--- config.mk ---
export PLATFORM = sky130hd
export DESIGN_NAME = dm_arbiter
export DESIGN_NICKNAME = d
export VERILOG_FILES = /design/src/rtl/dm_arb_pkg.sv /design/src/rtl/dm_arb_rr_pick.sv /design/src/rtl/dm_arbiter.sv
export SDC_FILE = /design/constraint.sdc
export NUM_CORES = 1
export LEC_CHECK = 0
export ABC_AREA = 1
export CAP_MARGIN = 20
export CORE_AREA = 2 2 140 142
export CTS_CLUSTER_SIZE = 8
export DETAILED_ROUTE_END_ITERATION = 10
export DIE_AREA = 0 0 142 144
export PLACE_DENSITY = 0.65
export SLEW_MARGIN = 40
export SYNTH_ARGS = -nofsm -noshare
export SYNTH_HDL_FRONTEND = slang
export SYNTH_SLANG_ARGS = --single-unit
--- constraint.sdc ---
create_clock -name clk -period 3.61 [get_ports clk]
set_input_delay 0.722 -clock clk [delete_from_list [all_inputs] [get_ports clk]]
set_output_delay 0.722 -clock clk [all_outputs]
set_load 0.02 [all_outputs]
--- src/rtl/dm_arb_pkg.sv ---
// Shared types for the two-port data-memory arbiter: FSM state encoding and
// port-index constants.
package dm_arb_pkg;

   typedef enum logic [1:0] {
      IDLE = 2'd0,
      OWN0 = 2'd1,
      OWN1 = 2'd2
   } arb_state_e;

   localparam logic PORT0 = 1'b0;
   localparam logic PORT1 = 1'b1;

   function automatic arb_state_e own_state(input logic port);
      return (port == PORT1) ? OWN1 : OWN0;
   endfunction

endpackage

--- src/rtl/dm_arb_rr_pick.sv ---
// Two-way round-robin picker: on a tie the port that was not served last wins.
module dm_arb_rr_pick
   import dm_arb_pkg::*;
(
   input  logic [1:0] req,
   input  logic       last_served,
   output logic       winner,
   output logic       valid
);

   always_comb begin
      valid  = |req;
      winner = PORT0;
      if (req == 2'b11) begin
         winner = ~last_served;
      end else if (req[1]) begin
         winner = PORT1;
      end
   end

endmodule

--- src/rtl/dm_arbiter.sv ---
// Two-port data-memory arbiter with round-robin ownership and a burst limit.
// Optional store trace is enabled by defining DM_ARB_TRACE_EN.
module dm_arbiter
   import dm_arb_pkg::*;
#(
   parameter int ADDR_W    = 32,
   parameter int DATA_W    = 32,
   parameter int MAX_BURST = 4
) (
   input  logic              clk,
   input  logic              reset,

   input  logic              r0_req,
   input  logic              r0_we,
   input  logic [ADDR_W-1:0] r0_addr,
   input  logic [DATA_W-1:0] r0_wdata,
   input  logic [31:0]       r0_pc,
   output logic              r0_ack,
   output logic [DATA_W-1:0] r0_rdata,

   input  logic              r1_req,
   input  logic              r1_we,
   input  logic [ADDR_W-1:0] r1_addr,
   input  logic [DATA_W-1:0] r1_wdata,
   input  logic [31:0]       r1_pc,
   output logic              r1_ack,
   output logic [DATA_W-1:0] r1_rdata,

   output logic [ADDR_W-1:0] m_addr,
   output logic [DATA_W-1:0] m_wdata,
   output logic              m_we,
   input  logic [DATA_W-1:0] m_rdata
);

   localparam int CNT_W = $clog2(MAX_BURST + 1);
   localparam logic [CNT_W-1:0] CNT_MAX = CNT_W'(MAX_BURST);

   arb_state_e        state_q, state_d;
   logic              ptr_q, ptr_d;
   logic [CNT_W-1:0]  cnt_q, cnt_d;
   logic [ADDR_W-1:0] addr_q, addr_d;
   logic [DATA_W-1:0] wdata_q, wdata_d;

   logic              owned;
   logic              own_port;
   logic              own_req;
   logic              other_req;
   logic              access;
   logic              limit_hit;
   logic [CNT_W-1:0]  cnt_inc;
   logic              sel_we;
   logic [ADDR_W-1:0] sel_addr;
   logic [DATA_W-1:0] sel_wdata;

   logic [1:0]        pick_req;
   logic              pick_last;
   logic              pick_winner;
   logic              pick_valid;

   // Resolve the owning port and the command it presents.
   always_comb begin
      owned     = (state_q != IDLE);
      own_port  = (state_q == OWN1) ? PORT1 : PORT0;
      own_req   = own_port ? r1_req   : r0_req;
      other_req = own_port ? r0_req   : r1_req;
      sel_we    = own_port ? r1_we    : r0_we;
      sel_addr  = own_port ? r1_addr  : r0_addr;
      sel_wdata = own_port ? r1_wdata : r0_wdata;
      access    = owned && own_req && !reset;
      cnt_inc   = (cnt_q == CNT_MAX) ? CNT_MAX : cnt_q + 1'b1;
      limit_hit = access && (cnt_inc == CNT_MAX) && other_req;
   end

   // In IDLE the picker arbitrates both ports; while owning, it only sees the
   // other port so a release hands over to it or falls back to IDLE.
   always_comb begin
      pick_req  = {r1_req, r0_req};
      pick_last = ptr_q;
      if (owned) begin
         pick_req  = own_port ? {1'b0, r0_req} : {r1_req, 1'b0};
         pick_last = own_port;
      end
   end

   dm_arb_rr_pick u_pick (
      .req         (pick_req),
      .last_served (pick_last),
      .winner      (pick_winner),
      .valid       (pick_valid)
   );

   always_comb begin
      state_d = state_q;
      ptr_d   = ptr_q;
      cnt_d   = cnt_q;
      addr_d  = addr_q;
      wdata_d = wdata_q;

      if (access) begin
         addr_d  = sel_addr;
         wdata_d = sel_wdata;
         cnt_d   = cnt_inc;
      end

      unique case (state_q)
         IDLE: begin
            if (pick_valid) begin
               state_d = own_state(pick_winner);
               cnt_d   = '0;
            end
         end
         OWN0, OWN1: begin
            if (!own_req || limit_hit) begin
               ptr_d   = own_port;
               cnt_d   = '0;
               state_d = pick_valid ? own_state(pick_winner) : IDLE;
            end
         end
         default: begin
            state_d = IDLE;
            cnt_d   = '0;
         end
      endcase
   end

   always_ff @(posedge clk) begin
      if (reset) begin
         state_q <= IDLE;
         ptr_q   <= PORT1;
         cnt_q   <= '0;
         addr_q  <= '0;
         wdata_q <= '0;
      end else begin
         state_q <= state_d;
         ptr_q   <= ptr_d;
         cnt_q   <= cnt_d;
         addr_q  <= addr_d;
         wdata_q <= wdata_d;
      end
   end

   // Idle cycles replay the last command so the memory bus stays quiet.
   always_comb begin
      r0_ack   = access && (own_port == PORT0);
      r1_ack   = access && (own_port == PORT1);
      m_we     = access && sel_we;
      m_addr   = access ? sel_addr  : addr_q;
      m_wdata  = access ? sel_wdata : wdata_q;
      r0_rdata = m_rdata;
      r1_rdata = m_rdata;
   end

`ifdef DM_ARB_TRACE_EN
   logic [31:0] sel_pc;
   assign sel_pc = own_port ? r1_pc : r0_pc;

   always_ff @(posedge clk) begin
      if (!reset && m_we) begin
         $display("@%08h: *%08h <= %08h", sel_pc - 32'd8, m_addr, m_wdata);
      end
   end
`else
   logic unused_pc;
   assign unused_pc = ^{r0_pc, r1_pc};
`endif

endmodule

[Word level (Yosys, flattened, before mapping)]
Index checks and enable logic that the tools add are counted.
Storage, ports and cells
  register bits after elaboration: 70
  bits of input ports: 230
  output and inout bits: 131
  logic and storage cells: 54
Operators by class
  $add $sub $neg: 1
  eq/ne operators: 7
  multiplexer cells: 23
  bitwise logic cells: 2
  reduce and logical (&&, ||, !) cells: 16
Operators with widths (number)
  32-bit 2-to-1 mux: 4
  2-bit 2-to-1 mux: 6
  3-bit 2-to-1 mux: 4
  1-bit logical AND: 7
  1-bit 2-to-1 mux: 7
  3-bit == test, second input constant: 2
  3-bit case mux with 2 select lines: 1
  2-bit == test, second input constant: 2
  2-bit inequality test, second input constant: 2
  2-bit case mux with 2 select lines: 1
  2-bit AND reduction: 2
  2-bit OR reduction: 2
  3-bit by 1-bit adder with 3-bit output, second input constant: 1
  2-bit by 1-bit == test with 1-bit output, second input constant: 1
  1-bit logical NOT: 2
  2-bit logical NOT: 1
  1-bit NOT: 2
  2-bit nonzero test: 1
  1-bit logical OR: 1

[Logic depth before layout (Yosys ltp)]
Gate-level depths: netlist of run 1.
  depth in word-level cells: 10
  gate-level depth with buffers: 12
  depth with buffers taken out: 12

[Modules after synthesis]
Synthesis of run 1 repeated with hierarchy kept, for this count alone.
Second synthesis, totals
  cell total of the unflattened synthesis: 493
  area, all modules: 3691.0 um^2
Modules (own cells, without submodules)
  dm_arbiter: times used 1, cells an instance 490, area each 3676.0 um^2, seq. area each 1401.3 um^2
  dm_arb_rr_pick: times used 1, cells an instance 3, area each 15.0 um^2, seq. area each 0.0 um^2

[Least setup slack after synthesis of run 1]
Ideal clock, no wire load.
  kind: input -> output
  from: input r1_req
  to: output m_addr[10]
  arrival: 1714 ps
  data required time: 2888 ps
  path slack: 1174 ps
  stages on the path: 8
  path buffers: 2
  cell sequence: inv_1 -> nand2_1 -> nand3_4 -> nor2_4 -> buf_6 -> buf_4 -> a22oi_2 -> nand2_1
Between the ends
  cells in the longest elaborated chain, start to end: 4
RTL lines
  from (decl): RTL line dm_arbiter.sv:21  | input logic r1_req,
  1-bit 2-to-1 mux: RTL line dm_arbiter.sv:64  | own_req = own_port ? r1_req : r0_req;
  1-bit logical AND (2 in series): RTL line dm_arbiter.sv:69  | access = owned && own_req && !reset;
  32-bit 2-to-1 mux
  to (decl): RTL line dm_arbiter.sv:29  | output logic [ADDR_W-1:0] m_addr,
No other way between the ends.

[Final worst setup path of run 1]
  from: input r0_req
  to: output m_wdata[16]
Between the ends
  cells in the longest elaborated chain, start to end: 4
RTL lines
  from (decl): RTL line dm_arbiter.sv:13  | input logic r0_req,
  1-bit 2-to-1 mux: RTL line dm_arbiter.sv:64
  1-bit logical AND (2 in series): RTL line dm_arbiter.sv:69
  32-bit 2-to-1 mux
  to (decl): RTL line dm_arbiter.sv:30  | output logic [DATA_W-1:0] m_wdata,
No other way between the ends.

==> summary.md, run 1 <==
| Metric | Value |
|---|---|
| Sequential share of power | 0.246 |
| Slew Limit Headroom | 0.602 |
| Final Instance Area | 6300 sq um |
| Run status | completed |
| Reg2reg path depth | 12 |
| Global-route wire length before repair | 17.6 mm |
| Post-Synth Simple-Gate Area | 0.175 |
| PwrDens | 598 nW/um^2 |
| Max Cap Viol | 0 |
| CP Data Required Time | between 2000 and 3000 ps |
| YS warnings | 0 |
| GRT overflow | 0 |
| Synth top area cells | dfxtp_1 (35%), nand2_1 (14%), a22oi_2 (13%) |
| Setup tns final | 0 ps |
| Die Y-Extent | 144 um |
| Worst Setup SP | r0_req |
| Multiplexer area fraction after synthesis | 0 |
| Initial Util | 0.208 |
| Die area | 20,400 sq um |
| Worst hold path startpoint | wdata_q[23] |
| Cell Area, Placed | 5860 sq um |
| Post-synth ARST share | 0 |
| Hold Path Class | flop to flop |
| Leading area contributor after synthesis | dfxtp_1 |
| Synth Area in XOR/XNOR | 0 |
| Clk_skew | 5.11 ps |
| Initial antenna violation count | 0 |
| Worst IR Drop VDD | 0.223 mV |
| Final RePlAce weighted congestion | between 0.7 and 0.8 |
| Setup-failing EPs final | 0 |
| Fmax | 284 MHz |
| Nets | 874 |
| Hold buffer count at CTS | 0 |
| Largest family of logic cells by synthesized area | compound AO/OA/AOI/OAI gates |
| Post-Syn Area per Cell | 8.11 sq um |
| Core Box Area | 19,100 sq um |
| Compound-Gate Fraction of Synth Area | 0.275 |
| Most frequent cell after synthesis | nand2_1 |
| Worst-skew pair later-pin latency | 340 ps |
| Yosys reg bits | 70 |
| CP Capture Point | m_wdata[16] |
| Worst setup EP type | primary output |
| Synthesis-to-finish area growth | 58.6% |
| Switch Pwr | 0.00130 W |
| Cells after Synth | 490 |
| Crit path launch type | input pin |
| Synth Area in Adders | 0.0157 |
| Largest net degree at the start of global routing | 67 |
| Int Power | 0.00247 W |
| Fillcell total | ~2,000 |
| Count of port buffers added during placement | 200 |
| Top FF cell, synth | dfxtp_1 |
| Unrepaired setup endpoints after global routing | no |
| Total Routing Usage GR | 0.111 |
| 1st-pass router iterations | 4 |
| DRC Markers | 0 |
| Vias in the first global route | 3,533 |
| Clock Tree Root | clkbuf_16 |
| Comb power frac | 0.458 |
| Std cell rows | 51 |
| # diodes | 0 |
| Clock Power Share | 0.296 |
| Final setup margin | 94.8 ps |
| Synth cell count leaders | nand2_1 (149), dfxtp_1 (70), buf_4 (65), a21oi_1 (58), a22oi_2 (40) |
| CP Max Fanout | 14 |
| Die X | 142 um |
| Final slew viol count | 0 |
| Least-Margin Pin Slew | 597 ps |
| Wire per inst | 13.3 um |
| CTS tree | yes |
| Crit Path Category | input pin to primary output |
| CTS buffer count | 9 |
| Total routed wirelength | 11.7 mm |
| Worst R2R Setup Slack | 1460 ps |
| IO Pins | roughly 360 |
| Worst r2r dst | cnt_q[1] |
| DR iter-0 viols | 93 |
| Period utilisation layout | 0.974 |
| Antenna-violating nets left | 0 |
| Place WS | 20.5 ps |
| Post-synth EDFFs | 0 |
| Sequential share of the synthesized area | 0.353 |
| H-Tree Depth | 3 |
| Worst EP arrival | 2790 ps |
| Worst reg2reg startpoint | state_q[0] |
| Sw frac | 0.344 |
| P_leak | 2.55 nW |
| Post-route minimum period | 3520 ps |
| Mapped Nets | 725 |
| Post-synth top area share | 0.353 |
| Routed vias | roughly 3,700 |
| Share of cells above drive strength 1 | 0.158 |
| Clock tree buffer depth | 2 |
| Synthesized area | 3970 sq um |
| Reg clk slew, reported paths | approximately 50 ps |
| Final hold vios | 0 |
| Post-synthesis cell type count | 26 |
| CTS sink cnt | 70 |
| DP HPWL | 8.32 mm |
| Vias per cell | 4.24 |
-- sequential cells by signal (all words and copies together) (netlist names) --
name,count
addr_q,32
state_q,2
wdata_q,32
ptr_q,1
cnt_q,3
-- power groups by stage --
stage / registers (W) / logic (W) / clock network (W)
after floorplan: 0.000935 / 0.00107 / 0
after detailed placement: 0.000944 / 0.00173 / 0
after global placement: 0.000941 / 0.00172 / 0
after CTS: 0.000928 / 0.00174 / 0.00117
after global routing: 0.000940 / 0.00188 / 0.00120
final: 0.000928 / 0.00173 / 0.00112
-- stage by stage --
step | hold WS (ps) | total power [W] | instances | util
global route | 485 | 0.00402 | 882 | 0.330
floorplan | 446 | 0.00200 | 490 | -
finish | 469 | 0.00377 | 882 | 0.330
CTS | 474 | 0.00384 | 878 | 0.327
global placement | 460 | 0.00267 | 862 | 0.307
detailed placement | 464 | 0.00268 | 862 | 0.307
-- cells in the final DEF, fill, tap and decap left out --
cell type / Yosys / final
clkbuf_16: 0 / 10
nor3_1: 1 / 1
nand2_2: 1 / 1
nand2_1: 149 / 149
dfxtp_1: 70 / 70
clkinvlp_4: 0 / 1
dlymetal6s2s_1: 0 / 1
buf_12: 0 / 7
o21bai_1: 1 / 1
o21ai_0: 2 / 2
bufinv_16: 0 / 4
a22oi_2: 40 / 40
a21oi_1: 58 / 58
inv_1: 11 / 11
inv_2: 1 / 1
nand3_1: 4 / 4
nor2_4: 2 / 2
nand3_4: 1 / 1
nand3b_1: 1 / 1
clkdlybuf4s50_1: 0 / 198
a21oi_2: 10 / 10
a22oi_1: 24 / 24
nor2_1: 15 / 15
buf_2: 8 / 1
clkbuf_8: 0 / 1
buf_4: 65 / 20
a22o_1: 1 / 1
ha_1: 5 / 5
o211ai_1: 1 / 1
clkinv_2: 0 / 1
buf_6: 6 / 2
-- layout make-up --
class | instances | area (sq um) | area share
clock buffers | 10 | 239 | 0.0379
clock inverters | 6 | 133 | 0.0210
inverters | 12 | 45.0 | 0.00715
multi-input cells | 316 | 1850 | 0.293
flip-flops and latches | 70 | 1400 | 0.222
well taps | 238 | 298 | 0.0473
repair buffers | 230 | 2340 | 0.371
-- layer usage --
metal	vias to the layer above	global-route usage	routed length, um
met5	-	0	0
met4	0	0.0521	380
met3	34	0.0424	903
met2	120	0.199	5880
met1	1696	0.115	4570
li1	1893	-	-
-- what timing repair did --
| action | CTS | global route |
|---|---|---|
| setup buffers | 0 | 3 |
| endpoints found under the hold margin | 0 | 0 |
| setup endpoints to repair | 0 | 44 |
| resized for setup | 0 | 2 |
-- how the worst min path moves through the flow --
stage	end	slack, ps	cells after the start
6_report	wdata_q[23]	470	2
5_1_grt	addr_q[3]	490	2
4_1_cts	wdata_q[21]	470	2
3_5_place_dp	addr_q[3]	460	2
3_3_place_gp	wdata_q[24]	460	2
2_1_floorplan	ptr_q	450	2
-- cell families (layout without fill, tap and decap cells) --
group / after synthesis / after routing
adders and majority gates: 5 / 5
DFF: 70 / 70
AOI/OAI and AO/OA: 137 / 137
buffers and inverters: 104 / 258
and+or+nand+nor: 174 / 174
-- worst max-delay path: stages --
cell             delay (ps)
clkdlybuf4s50_1         500
inv_1                    80
nand2_2                 100
nand3_4                 110
nor2_4                  170
buf_4                   150
clkbuf_16               180
a22oi_2                  90
nand2_1                  60
clkdlybuf4s50_1         610
No activity file was read; power rests on OpenSTA's default activity.
==> inputs of run 2 (changes only) <==
CAP_MARGIN = 30   (was 20)
==> results of run 2 <==
No change in the layout: final DEF, timing and power equal those of run 1.
==> inputs of run 3 (changes only) <==
clock period = 4.4 ns   (was 3.61 ns; I/O delays follow)
==> summary.md, run 3 (synthesis gave the netlist of run 1 again) <==
| Metric | Value |
|---|---|
| Slew Limit Headroom | 0.611 (+0.00871) |
| CTS sink cnt | 70 (unchanged) |
| Total Routing Usage GR | 0.109 (-0.00203) |
| Setup bufs post-CTS | 0 (unchanged) |
| P_leak | 2.40 nW (-5.7%) |
| Vias in the first global route | 3,537 (+0.11%) |
| Setup-failing EPs final | 0 (unchanged) |
| DP HPWL | 7.73 mm (-7.1%) |
| Largest regs | addr_q (32), wdata_q (32), cnt_q (3) |
| Buf/Inv on CP | 4 (-1) |
| Worst IR Drop VDD | 0.225 mV (+0.74%) |
| Reg clk slew, reported paths | 50 ps (about the same) |
| Unrepaired setup endpoints after global routing | no |
| Clock Tree Root | clkbuf_16 |
| Largest net degree at the start of global routing | 69 (+3.0%) |
| Die X | 142 um (unchanged) |
| Routed vias | 3,625 (-3.2%) |
| Total routed wirelength | 11.0 mm (-5.8%) |
| Fmax | 251 MHz |
| Synthesis-to-finish area growth | 52.0% |
| Worst setup EP type | primary output |
| Period utilisation layout | 0.905 |
| Worst path cell trace | clkdlybuf4s50_1 -> inv_1 -> nand2_2 -> nand3_4 -> nor2_4 -> buf_4 -> a22oi_1 -> nand2_1 -> clkdlybuf4s50_1 |
| Critical-path top delay cell | clkdlybuf4s50_1 |
| Initial Util | 0.208 (unchanged) |
| Commonest non-fill, non-tap cell in the layout | clkdlybuf4s50_1 |
| Std cell rows | 51 (unchanged) |
| CP Data Required Time | 3520 ps (+630 ps) |
| Final hold vios | 0 (unchanged) |
| Critical path's top delay family | buffers and inverters |
| Commonest cells after routing, fill and taps aside | clkdlybuf4s50_1 (199), nand2_1 (149), dfxtp_1 (70), a21oi_1 (58), a22oi_2 (40) |
| Hold Path Class | flop to flop |
| Run status | completed |
| Initial antenna violation count | 0 (unchanged) |
| Reg2reg path depth | 12 (unchanged) |
| IO Pins | 361 (unchanged) |
| DRC Markers | 0 (unchanged) |
| Count of port buffers added during placement | 200 (unchanged) |
| Die area | 20,400 sq um (unchanged) |
| Setup tns final | 0 ps (unchanged) |
| Worst-skew pair later-pin latency | 340 ps (about the same) |
| PwrDens | 499 nW/um^2 (-17%) |
| CP Max Fanout | 28 (+14) |
| Vias per cell | 4.23 (-0.33%) |
| Least-Margin Pin Slew | 584 ps (-13.1 ps) |
| Fillcell total | 2,003 (-0.25%) |
| Share of cells above drive strength 1 | 0.124 (-0.0340) |
| Final slew viol count | 0 (unchanged) |
| Wire per inst | 12.9 um (-3.1%) |
| CTS buffer count | 9 (unchanged) |
| Hold slack | 471 ps (+1.24 ps) |
| CTS tree | yes |
| CP most frequent cell | clkdlybuf4s50_1 |
| Post-route minimum period | between 3000 and 4000 ps |
| # diodes | 0 (unchanged) |
| Max Cap Viol | 0 (unchanged) |
| Hold buffer count at CTS | 0 (unchanged) |
| Layout Utilization | 0.317 (-0.0137) |
| Worst EP arrival | 3100 ps (+310 ps) |
| Clock tree buffer depth | 2 (unchanged) |
| Core Box Area | 19,100 sq um (unchanged) |
| CP peak stage delay | 610 ps (about the same) |
| Global-route wire length before repair | 17.4 mm (-1.2%) |
| Crit Path Category | input pin to primary output |
| GRT overflow | 0 (unchanged) |
| Clk_skew | 3.93 ps (-1.17 ps) |
| # resized after CTS | 0 (unchanged) |
| DR iter-0 viols | 89 (-4.3%) |
| Die Y-Extent | 144 um (unchanged) |
| Nets | 849 (-2.9%) |
| Crit path launch type | input pin |
| Hold path depth | 2 (unchanged) |
| WP depth | 9 (-1) |
| Tot Pwr | 0.00301 W (-20%) |
| Final RePlAce weighted congestion | 0.714 (+0.39%) |
| 1st-pass router iterations | 4 (unchanged) |
| Antenna-violating nets left | 0 (unchanged) |
| H-Tree Depth | 3 (unchanged) |
==> run 3: cell types whose count changed in the layout (fill, tap and decap cells not counted) <==
cell / before / now
buf_12: 7 / 3
buf_4: 20 / 1
buf_6: 2 / 1
clkbuf_16: 10 / 9
clkdlybuf4s50_1: 198 / 199
dlymetal6s2s_1: 1 / 0
==> run 3: cell type report <==
class | instances | area [sq um] | area share
Multi-Input combinational cell | 316 | 1850 | 0.306
Inverter | 12 | 45.0 | 0.00746
Tap cell | 238 | 298 | 0.0493
Clock buffer | 10 | 239 | 0.0396
Sequential cell | 70 | 1400 | 0.232
Timing Repair Buffer | 205 | 2080 | 0.344
Clock inverter | 6 | 133 | 0.0220
==> run 3: where the power goes <==
group,switching (W),internal [W]
Clock,0.000285,0.000626
Sequential,0.0000285,0.000732
Combinational,0.000726,0.000616
Total,0.00104,0.00197
==> run 3: layer usage <==
layer	global-route usage	wire length, um	up-vias
li1	-	-	1840
met3	0.0417	869	40
met4	0.0563	441	0
met1	0.117	4380	1609
met5	0	0	-
met2	0.187	5350	136
==> run 3: stage by stage <==
step | setup slack, ps | instances | cell area (sq um)
6_report | 418 | 857 | 6040
2_1_floorplan | 1650 | 490 | 3970
3_5_place_dp | 413 | 841 | 5670
4_1_cts | 410 | 857 | 6040
5_1_grt | 277 | 857 | 6040
3_3_place_gp | 405 | 841 | 5670
==> run 3: worst min-delay path: stages, from the launching register on <==
cell     delay (ps)
dfxtp_1         290
nand2_1          70
a21oi_1          60
==> run 3: path summary, 6_finish.rpt <==
check                            startpoint     endpoint  slack (ps)
worst max-delay path                 r0_req   m_wdata[9]         420
worst min-delay path            wdata_q[31]  wdata_q[31]         470
worst max register to register   state_q[0]     cnt_q[1]        2330
worst min register to register  wdata_q[31]  wdata_q[31]         470
